File: src/rtl/mem_pkg.sv
`default_nettype none
// ============================================================================
// Module      : mem_pkg
// Description : Shared widths, arbiter state and response record for the
//               memory request controller.
// Revision    : 1.0 - initial release
// ============================================================================
package mem_pkg;

    localparam int c_ADDR_W = 5;
    localparam int c_DATA_W = 32;

    typedef enum logic {
        LAST_WR = 1'b0,
        LAST_RD = 1'b1
    } arb_last_e;

    typedef struct packed {
        logic [c_DATA_W-1:0] data;
        logic                empty_tag;
    } rd_resp_t;

endpackage
`default_nettype wire

File: src/rtl/mem_resp_fifo.sv
`default_nettype none
// ============================================================================
// Module      : mem_resp_fifo
// Description : Synchronous read-response FIFO with occupancy count.
// Revision    : 1.0 - initial release
// ============================================================================
module mem_resp_fifo
    import mem_pkg::*;
#(
    parameter int DEPTH = 4,
    parameter int CNT_W = $clog2(DEPTH + 1)
) (
    input  logic             clk,
    input  logic             rst_n,
    input  logic             push,
    input  rd_resp_t         push_data,
    input  logic             pop,
    output rd_resp_t         head,
    output logic             head_valid,
    output logic [CNT_W-1:0] count
);

    localparam int                 c_PTR_W    = (DEPTH > 1) ? $clog2(DEPTH) : 1;
    localparam logic [c_PTR_W-1:0] c_LAST_IDX = c_PTR_W'(DEPTH - 1);

    rd_resp_t           r_mem [DEPTH];
    logic [c_PTR_W-1:0] r_wptr;
    logic [c_PTR_W-1:0] r_rptr;
    logic [CNT_W-1:0]   r_count;
    logic               w_pop;

    assign w_pop = pop && (r_count != '0);

    always_ff @(posedge clk) begin
        if (!rst_n) begin
            r_wptr  <= '0;
            r_rptr  <= '0;
            r_count <= '0;
            for (int i = 0; i < DEPTH; i++) begin
                r_mem[i] <= '0;
            end
        end else begin
            if (push) begin
                r_mem[r_wptr] <= push_data;
                r_wptr        <= (r_wptr == c_LAST_IDX) ? '0 : r_wptr + 1'b1;
            end
            if (w_pop) begin
                r_rptr <= (r_rptr == c_LAST_IDX) ? '0 : r_rptr + 1'b1;
            end
            case ({push, w_pop})
                2'b10:   r_count <= r_count + 1'b1;
                2'b01:   r_count <= r_count - 1'b1;
                default: r_count <= r_count;
            endcase
        end
    end

    assign head       = r_mem[r_rptr];
    assign head_valid = (r_count != '0);
    assign count      = r_count;

endmodule
`default_nettype wire

File: src/rtl/mem_req_ctrl.sv
`default_nettype none
// ============================================================================
// Module      : mem_req_ctrl
// Description : Arbitrates write/read request channels onto a single memory
//               port and returns read data through a credit-protected FIFO.
// Revision    : 1.0 - initial release
// ============================================================================
module mem_req_ctrl
    import mem_pkg::*;
#(
    parameter int ADDR_W     = c_ADDR_W,
    parameter int DATA_W     = c_DATA_W,
    parameter int RESP_DEPTH = 4
) (
    input  logic              clk,
    input  logic              rst_n,
    input  logic              wr_req_valid,
    output logic              wr_req_ready,
    input  logic [ADDR_W-1:0] wr_req_addr,
    input  logic [DATA_W-1:0] wr_req_data,
    input  logic              rd_req_valid,
    output logic              rd_req_ready,
    input  logic [ADDR_W-1:0] rd_req_addr,
    output logic              rd_resp_valid,
    input  logic              rd_resp_ready,
    output logic [DATA_W-1:0] rd_resp_data,
    output logic              rd_resp_empty,
    output logic              wr_en,
    output logic              rd_en,
    output logic [ADDR_W-1:0] addr,
    output logic [DATA_W-1:0] wr_data,
    input  logic [DATA_W-1:0] data_out,
    input  logic              full,
    input  logic              empty,
    input  logic              half_full
);

    localparam int                 c_CNT_W = $clog2(RESP_DEPTH + 1);
    localparam logic [c_CNT_W:0]   c_DEPTH = (c_CNT_W + 1)'(RESP_DEPTH);

    arb_last_e          r_last;
    logic               r_wr_en;
    logic               r_rd_en;
    logic               r_cap_vld;
    logic               r_tag_issue;
    logic               r_tag_cap;
    logic [ADDR_W-1:0]  r_addr;
    logic [DATA_W-1:0]  r_wr_data;

    logic [c_CNT_W-1:0] w_fifo_count;
    logic [c_CNT_W:0]   w_used;
    logic               w_rd_elig;
    logic               w_contend;
    logic               w_wr_acc;
    logic               w_rd_acc;
    logic               w_pop;
    rd_resp_t           w_push_data;
    rd_resp_t           w_head;
    logic               w_unused_status;

    // Credits = depth minus FIFO occupancy minus reads still in issue/capture.
    assign w_used    = {1'b0, w_fifo_count}
                     + {{c_CNT_W{1'b0}}, r_rd_en}
                     + {{c_CNT_W{1'b0}}, r_cap_vld};
    assign w_rd_elig = rd_req_valid && (w_used < c_DEPTH);
    assign w_contend = wr_req_valid && w_rd_elig;
    assign w_wr_acc  = rst_n && wr_req_valid && (!w_rd_elig || (r_last == LAST_RD));
    assign w_rd_acc  = rst_n && w_rd_elig && (!wr_req_valid || (r_last == LAST_WR));

    assign wr_req_ready = w_wr_acc;
    assign rd_req_ready = w_rd_acc;

    always_ff @(posedge clk) begin
        if (!rst_n) begin
            r_last      <= LAST_RD;
            r_wr_en     <= 1'b0;
            r_rd_en     <= 1'b0;
            r_cap_vld   <= 1'b0;
            r_tag_issue <= 1'b0;
            r_tag_cap   <= 1'b0;
            r_addr      <= '0;
            r_wr_data   <= '0;
        end else begin
            r_wr_en   <= w_wr_acc;
            r_rd_en   <= w_rd_acc;
            r_cap_vld <= r_rd_en;
            r_tag_cap <= r_tag_issue;
            if (w_contend) begin
                r_last <= w_wr_acc ? LAST_WR : LAST_RD;
            end
            if (w_wr_acc) begin
                r_addr    <= wr_req_addr;
                r_wr_data <= wr_req_data;
            end else if (w_rd_acc) begin
                r_addr      <= rd_req_addr;
                r_tag_issue <= empty;
            end
        end
    end

    assign w_push_data.data      = data_out;
    assign w_push_data.empty_tag = r_tag_cap;
    assign w_pop                 = rd_resp_valid && rd_resp_ready;

    mem_resp_fifo #(
        .DEPTH (RESP_DEPTH),
        .CNT_W (c_CNT_W)
    ) u_resp_fifo (
        .clk        (clk),
        .rst_n      (rst_n),
        .push       (r_cap_vld),
        .push_data  (w_push_data),
        .pop        (w_pop),
        .head       (w_head),
        .head_valid (rd_resp_valid),
        .count      (w_fifo_count)
    );

    assign rd_resp_data  = w_head.data;
    assign rd_resp_empty = w_head.empty_tag;

    assign wr_en   = r_wr_en;
    assign rd_en   = r_rd_en;
    assign addr    = r_addr;
    assign wr_data = r_wr_data;

    // Writes overwrite by address, so the fill-level flags never gate anything.
    assign w_unused_status = full ^ half_full;

endmodule
`default_nettype wire

File: config.mk
export PLATFORM = sky130hd
export DESIGN_NAME = mem_req_ctrl
export DESIGN_NICKNAME = d
export VERILOG_FILES = /design/src/rtl/mem_pkg.sv /design/src/rtl/mem_resp_fifo.sv /design/src/rtl/mem_req_ctrl.sv
export SDC_FILE = /design/constraint.sdc
export NUM_CORES = 1
export LEC_CHECK = 0
export CAP_MARGIN = 30
export CORE_MARGIN = 1.5
export CORE_UTILIZATION = 56
export DETAILED_ROUTE_END_ITERATION = 10
export GPL_TIMING_DRIVEN = 0
export PLACE_DENSITY = 0.93
export SLEW_MARGIN = 20
export SYNTH_ARGS = -nofsm -noshare
export SYNTH_HDL_FRONTEND = slang
export SYNTH_HIERARCHICAL = 1
export SYNTH_SLANG_ARGS = --single-unit
File: constraint.sdc
create_clock -name clk -period 4.6 [get_ports clk]
set_input_delay 0.46 -clock clk [delete_from_list [all_inputs] [get_ports clk]]
set_output_delay 0.46 -clock clk [all_outputs]
set_load 0.02 [all_outputs]
==> impl_metrics.py <==
metrics = {
    "place": {
        "place_area_um2": 9808,
        "place.port_buffers": 153,
        "post-place-cells": 906,
        "dpl_worst_slack_ps": 1745,
        "dp_hpwl_um": 13340,
        "globalplace.congestion": 0.8130,
    },
    "worst_setup_path": {
        "cp-end-kind": "primary output",
        "max_stage_delay_ps": 540,
        "crit_slowest_cell": "clkdlybuf4s50_1",
        "crit_type": "reg2out",
        "reg2reg_setup_slack_ps": 2170,
        "ff2ff_path_depth": 10,
        "cp.arrival_ps": 2630,
        "critPathRequiredTime_ps": 4140,
        "start_kind": "register",
        "critical_path_peak_fanout": 10,
        "r2r-start": "u_resp_fifo/count[1]",
        "r2r-end": "u_resp_fifo/count[2]",
        "crit_chain": "ha_1, a21o_4, a211oi_4, nor2_4, buf_6, clkdlybuf4s50_1",
    },
    "power_and_ir_drop": {
        "leakage_nw": 3.919,
        "power_density_nw_per_um2": 363.5,
        "intPower_mw": 2.944,
        "pwr-share-clk_pct": 40.2,
        "pwr-share-seq_pct": 49.7,
        "switching_share_pct": 22.26,
        "switchingPower_uw": 842.8,
        "irDropWorstVdd_mv": 0.1789,
        "pwr-share-comb_pct": 10.1,
    },
    "logic_synthesis": {
        "yosys_register_bits": 184,
        "synth_edf_count": 132,
        "synthArstFlopShare_pct": 0,
        "ys_warn_count": 6,
        "synth.avg_cell_area_um2": 13.97,
        "synth_top_cell_area_share_pct": 49.78,
        "syn_nets": 657,
        "syn-cell-area_um2": 7963,
        "synthTopCellsByArea": "edfxtp_1 50%, dfxtp_1 13%, mux4_2 9.3%, and2_1 7.9%, and3_1 2.8%",
        "synth_top_area_cell": "edfxtp_1",
        "synth_cells": 570,
        "synth_top_flop_cell": "edfxtp_1",
        "synth.distinct_cells": 46,
        "synth-seq-area-share_pct": 62.85,
    },
    "timing": {
        "fin_ws_ps": 1512,
        "max_freq_mhz": 323.9,
        "period_needed_ps": 3088,
        "finalMaxSlewViolations": 0,
        "setup_viol": 0,
        "rsz0062_at_grt": "no",
        "tns_ps": 0,
        "max_slew_margin_pct": 38.35,
        "layout_worst_path_cycle_share_pct": 67.12,
        "hold_violations": 0,
        "fin_skew_ps": 9.347,
        "worstMarginPinSlew_ps": 924.7,
    },
    "clock_tree": {
        "numCtsBuffers": 17,
        "postCtsSetupBuffers": 0,
        "cts_tree": "built",
        "holdBufCountCts": 0,
        "clk_pin_slew_ps": 70,
        "clock_sinks": 184,
        "cts_resized": 0,
        "htreeDepth": 4,
        "clk_latency_ps": 430,
        "root_buffer": "clkbuf_16",
        "clock_path_buffers": 2,
    },
    "global_routing": {
        "grt_pass1_vias": 5691,
        "grt_pass1_wl_um": 30260,
        "gr-total-overflow": 0,
        "antenna_found_initial": 0,
        "grt_max_degree": 34,
        "grt.total_usage_pct": 27.71,
    },
    "drt": {
        "wl_per_cell_um": 21.16,
        "route.detailed.drc": 0,
        "drt-pass1-iter-count": 5,
        "wl_um": 19850,
        "dr.first_iter.drc_count": 502,
        "vias": 5518,
        "via_per_inst": 5.883,
        "ant_nets": 0,
    },
    "floorplanning": {
        "dieArea_um2": 14940,
        "num_rows": 43,
        "core_um2": 13880,
        "start_util_pct": 57.36,
        "die_h_um": 122.2,
        "ioPinCount": 157,
        "die_w_um": 122.2,
    },
    "status": {
        "status": "finished clean",
    },
    "cells_and_area": {
        "area_growth_pct": 30.83,
        "drive_gt1_share_pct": 16.23,
        "final_area_um2": 10420,
        "final_nets": 832,
        "n_antenna_cell": 0,
        "fillers": 815,
        "utilization_pct": 75.05,
        "final_cell_count_no_fill": 938,
    },
    "hold_path": {
        "worstHoldPathCells": 3,
        "hold_end": "u_resp_fifo/r_rptr[1]",
        "hp-class": "in2reg",
        "hold_start": "rst_n",
    },
    "job": {
        "maxCapViolations": 0,
    },
}
==> cells by family (layout without fill, tap and decap cells) <==
kind of cell	after synthesis	count (layout)	synth area share (%)
muxes	35	35	9.601
AOI/OAI and AO/OA	61	61	5.201
adders and majority gates	5	5	0.8800
buffers and inverters	48	236	3.944
xor gates and xnor gates	2	2	0.2200
and+or+nand+nor	235	235	17.30
DFF	184	184	62.85
==> synthesized netlist by cell type, types with 2 or more instances <==
library cell,count
nand2_1,38
buf_2,8
and2_2,3
a21oi_1,3
clkbuf_1,12
and2_1,101
dfxtp_1,52
nand3_1,38
and3_1,36
a31oi_1,5
buf_6,15
o21ai_2,12
nor3b_4,2
edfxtp_1,132
inv_1,7
nand2b_1,2
buf_4,2
ha_1,4
o21ai_0,16
nor2b_1,3
or3_1,3
clkbuf_2,3
o21ai_1,18
mux4_2,33
==> worst max path at each step <==
stage / endpoint / slack, ps / from / depth (start not counted)
2_1_floorplan: u_resp_fifo/count[2] / 2360 / u_resp_fifo/count[1] / 10
3_3_place_gp: u_resp_fifo/r_mem[3][17] / 1720 / r_cap_vld / 4
3_5_place_dp: wr_req_ready / 1740 / wr_req_valid / 5
4_1_cts: wr_req_ready / 1510 / u_resp_fifo/count[0] / 6
5_1_grt: wr_req_ready / 1410 / u_resp_fifo/count[0] / 6
6_report: wr_req_ready / 1510 / u_resp_fifo/count[0] / 6
==> cell usage in the layout, fill, tap and decap left out, types with 16 or more instances in the layout <==
master / Yosys / final
and2_1: 101 / 101
and3_1: 36 / 36
clkbuf_16: 0 / 17
clkdlybuf4s50_1: 0 / 153
dfxtp_1: 52 / 52
edfxtp_1: 132 / 132
mux4_2: 33 / 33
nand2_1: 38 / 37
nand3_1: 38 / 38
o21ai_0: 16 / 16
o21ai_1: 18 / 18
==> worst max-delay path: cells and delay by family, from the launching register on <==
kind	cells	cell delay, ps
AO/OA/AOI/OAI	2	670
adder cells (fa/ha/maj)	1	280
buffers and inverters	2	720
flip-flops	1	420
AND/OR/NAND/NOR	1	110
==> layer usage <==
metal | GRT usage, % | share of wire [%] | up-vias
met1 | 33.29 | 37 | 2707
met5 | 0 | 0 | -
li1 | - | - | 2434
met2 | 46.12 | 51 | 329
met3 | 8.783 | 8.5 | 48
met4 | 12.06 | 2.9 | 0
==> sequential cells by signal, indices dropped and copies added, names as in the netlist, named ones only <==
register,flops
r_last,1
r_cap_vld,1
r_tag_cap,1
rd_en,1
u_resp_fifo/r_mem,132
wr_data,32
u_resp_fifo/r_wptr,2
u_resp_fifo/r_rptr,2
wr_en,1
addr,5
u_resp_fifo/count,3
r_tag_issue,1
==> through the flow <==
step,hold WS (ps),power [mW]
2_1_floorplan,424.3,2.075
3_3_place_gp,434.2,2.270
3_5_place_dp,445.4,2.297
4_1_cts,380.6,3.804
5_1_grt,399.2,3.893
6_report,411.2,3.787
==> cell type report <==
type                       count  area [um^2]  area share (%)
sequential                   184         5005           48.04
multi-input combinational    338         2650           25.44
timing repair buffer         156         1614           15.49
clock buffer                  19        432.9           4.156
buffer                        41        287.8           2.762
tap                          180        225.2           2.162
clock inverter                13        176.4           1.693
inverter                       7        26.28          0.2522
==> power groups by stage <==
stage / Sequential, mW / Combinational [mW] / Clock (mW)
2_1_floorplan: 1.94 / 0.139 / 0
4_1_cts: 1.88 / 0.384 / 1.54
3_5_place_dp: 1.92 / 0.381 / 0
6_report: 1.88 / 0.383 / 1.52
3_3_place_gp: 1.91 / 0.360 / 0
5_1_grt: 1.89 / 0.406 / 1.60
No activity file was read; power rests on OpenSTA's default activity.
==> variant 1 (same settings) <==
`c_DATA_W`: 32 -> 16.
--- a/src/rtl/mem_pkg.sv
+++ b/src/rtl/mem_pkg.sv
@@ -10,3 +10,3 @@
     localparam int c_ADDR_W = 5;
-    localparam int c_DATA_W = 32;
+    localparam int c_DATA_W = 16;
 
Interface: changed (resized data_out, rd_resp_data, wr_data and wr_req_data); port bits go from 157 to 93. The function was not compared with the original's and may differ.
==> variant 1 against the unedited design <==
- clock skew shrank 0.0020 ns
- cell count is 41% lower
- cell area fell by 45%
- die area shrank 42%
- worst setup slack better by 0.014 ns
- count of clock-buffer cells in the layout decreased by 7
- synthesized cell count fell by 40%
- routed wire length decreased by 50%
- sequential cell count is 80 lower
- power fell by 52%
- clock power down 63%
- first-iteration DRC count fell by 67%
- area after synthesis fell by 43%
- highest routed layer unchanged
==> variant 1: results (changes against the unedited design) <==
* M3 GR Usage at 6.829% (-2.0 points)
* Via count at 3135 (-43%)
* Synth Area in XOR/XNOR at 0.3855% (+0.17 points)
* Most frequent cells after synthesis: 68 x edfxtp_1, 55 x and2_1, 36 x dfxtp_1
* Layout fillers at 492 (-40%)
* CTS Root Cell: clkbuf_8
* Max FFs per register at 68 (-48%)
* RR Startpoint: r_cap_vld
* Synth top area cells: edfxtp_1 45%, dfxtp_1 16%, mux4_2 8.4%
* Netlist cell types at 41 (-11%)
* Hold crit path type: reg2reg
* R2R depth at 4 (-6)
* Final-stage net count at 498 (-40%)
* Clock skew at 0.007383 ns (-0.001965 ns)
* CTS Buf Count at 9 (-8)
* Register area share after synthesis at 60.79% (-2.1 points)
* Buffers added on ports at 90 (-41%)
* Clk slew on worst S/H paths at 0.09 ns (+0.02 ns)
* Syn_nets at 397 (-40%)
* Reg-to-Reg End: u_resp_fifo/r_mem[3][9]
* Leakage at 2.150 nW (-45%)
* Total power at 1.833 mW (-52%)
* Synth Area in Compound Gates at 7.076% (+1.9 points)
* Average size of a mapped cell at 13.29 um2 (-4.9%)
* Grt met2 use at 44.04% (-2.1 points)
* Number of synthesized flops with an enable pin at 68 (-48%)
* Status: finished, final reports clean
* All-Layer GR Usage at 24.65% (-3.1 points)
variant 1: final cells by class:
| cell class | instances | area, um2 | area share, % |
|---|---|---|---|
| Inverter | 7 | 26.28 | 0.4553 |
| Multi-Input combinational cell | 211 | 1642 | 28.45 |
| Timing Repair Buffer | 90 | 900.9 | 15.61 |
| Sequential cell | 104 | 2763 | 47.88 |
| Clock buffer | 12 | 145.1 | 2.515 |
| Tap cell | 102 | 127.6 | 2.212 |
| Clock inverter | 4 | 52.55 | 0.9107 |
| Buffer | 20 | 113.9 | 1.973 |
variant 1: worst max path at each step:
stage	startpoint	depth (start not counted)	slack, ns	end
6_report	rst_n	6	1.53	wr_req_ready
5_1_grt	rst_n	6	1.36	wr_req_ready
4_1_cts	rst_n	6	1.53	wr_req_ready
3_5_place_dp	rst_n	6	1.56	wr_req_ready
3_3_place_gp	rst_n	6	1.58	wr_req_ready
2_1_floorplan	u_resp_fifo/count[1]	10	2.37	u_resp_fifo/count[2]
variant 1: kinds of logic (layout without fill, tap and decap cells):
| group | count (synthesis) | count (layout) |
|---|---|---|
| adders and majority gates | 5 | 5 |
| AOI/OAI and AO/OA | 45 | 45 |
| DFF | 104 | 104 |
| buffers and inverters | 27 | 133 |
| muxes | 19 | 19 |
| and+or+nand+nor | 140 | 140 |
| xor gates and xnor gates | 2 | 2 |
variant 1: metrics by stage:
stage / util, % / worst slack (ns) / hold slack (ns)
2_1_floorplan: - / 2.365 / 0.4243
6_report: 73.91 / 1.526 / 0.4674
4_1_cts: 73.91 / 1.532 / 0.4689
5_1_grt: 73.91 / 1.361 / 0.4857
3_5_place_dp: 71.38 / 1.560 / 0.4534
3_3_place_gp: 71.38 / 1.577 / 0.4356
==> variant 2 (config.mk and constraints unchanged) <==
Without the edit above. Make the reset (`rst_n`) asynchronous in 2 clocked blocks.
--- a/src/rtl/mem_resp_fifo.sv
+++ b/src/rtl/mem_resp_fifo.sv
@@ -33,3 +33,3 @@
 
-    always_ff @(posedge clk) begin
+    always_ff @(posedge clk or negedge rst_n) begin
         if (!rst_n) begin
--- a/src/rtl/mem_req_ctrl.sv
+++ b/src/rtl/mem_req_ctrl.sv
@@ -72,3 +72,3 @@
 
-    always_ff @(posedge clk) begin
+    always_ff @(posedge clk or negedge rst_n) begin
         if (!rst_n) begin
Formal check against the unedited RTL: differs if rst_n is asserted again (counterexample within 4 cycles, from zero or initial values and one cycle with rst_n low); with rst_n held inactive, the same outputs for 4 cycles.
==> variant 2 against the unedited design <==
- via count down 15%
- fmax down 4.3%
- routed wire length down 15%
- clock skew down 0.00093 ns
- count of clock-buffer cells in the layout up 3
- cell area down 0.73%
- cell count down 11%
- core utilization down 0.26 points
- sequential cell count down 2
- worst setup slack worse by 0.14 ns
- area after synthesis down 0.42%
Power is not compared: it rests on default switching activity, and its combinational part moved more than twofold at a synthesized area within 25%.
==> variant 2: results (changes against the unedited design) <==
* Multi-input combinational cell count at 251 (-26%)
* Hold crit path type: in2async
* Synth top area cells: dfrtp_1 57%, mux2_2 22%, mux4_2 8.0%
* Fin cells at 831 (-11%)
* All-Layer GR Usage at 24.37% (-3.3 points)
* Status: finished, final reports clean
* Non-clk invs at 8 (+1)
* Area of placed instances at 0.009728 mm2 (-0.82%)
* Clock buf/inv share at 5.929% (+0.079 points)
* Worst Path Arrival at 2.77 ns (+0.14 ns)
* First-pass GRT wire length at 27090 um (-10%)
* Post-layout util at 74.79% (-0.26 points)
* Final-stage net count at 730 (-12%)
* Clock net sink count at 182 (-1.1%)
* Vias in the first global route at 5312 (-6.7%)
* Inst Count DP at 801 (-12%)
* Synthesized cell area at 0.007929 mm2 (-0.42%)
* Max FO, Critical Path at 109 (+99)
* Data buffer area share at 17.86% (-0.40 points)
* Register area share after synthesis at 57.46% (-5.4 points)
* Register area at 0.004556 mm2 (-9.0%)
* Final HPWL DP at 11700 um (-12%)
* Share of cells above drive strength 1 at 39.48% (+23 points)
* M3 GR Usage at 6.976% (-1.8 points)
* Netlist cell types at 28 (-39%)
* Cells after Synth at 466 (-18%)
* Post-Route WL at 16860 um (-15%)
* Crit-path max cell delay at 0.63 ns (+0.09 ns)
* Clock skew at 0.008418 ns (-0.0009290 ns)
* DR WL met2 at 8717 um (-15%)
* Largest net degree at the start of global routing at 110 (+220%)
* Global-route track usage on met1 at 29.70% (-3.6 points)
* Metal-1 WL at 6844 um (-7.0%)
* Ys flop type: dfrtp_1
-- variant 2: power by group --
group	switching [mW]	leakage, nW	internal, mW
Combinational	1.32	1.96	1.81
Sequential	0.390	2.14	2.33
Clock	0.574	0.292	0.933
-- variant 2: worst paths after layout --
check	endpoint	cells past startpoint	from	slack, ns
worst max register to register	u_resp_fifo/count[2]	10	u_resp_fifo/count[0]	2.41
worst min-delay path	u_resp_fifo/r_mem[101]	1	rst_n	0.02
worst min register to register	r_tag_cap	0	r_tag_issue	0.40
worst max-delay path	wr_req_ready	7	rst_n	1.37
min in group clk	r_tag_cap	0	r_tag_issue	0.40
max in group asynchronous	r_last	2	rst_n	3.68
-- variant 2: cells by family after synthesis --
family,Yosys count,share of synthesized area [%]
and+or+nand+nor,21,1.341
buffers and inverters,33,3.819
AOI/OAI and AO/OA,13,0.9469
DFF,182,57.46
xor gates and xnor gates,3,0.3314
adders and majority gates,8,1.357
muxes,206,34.75
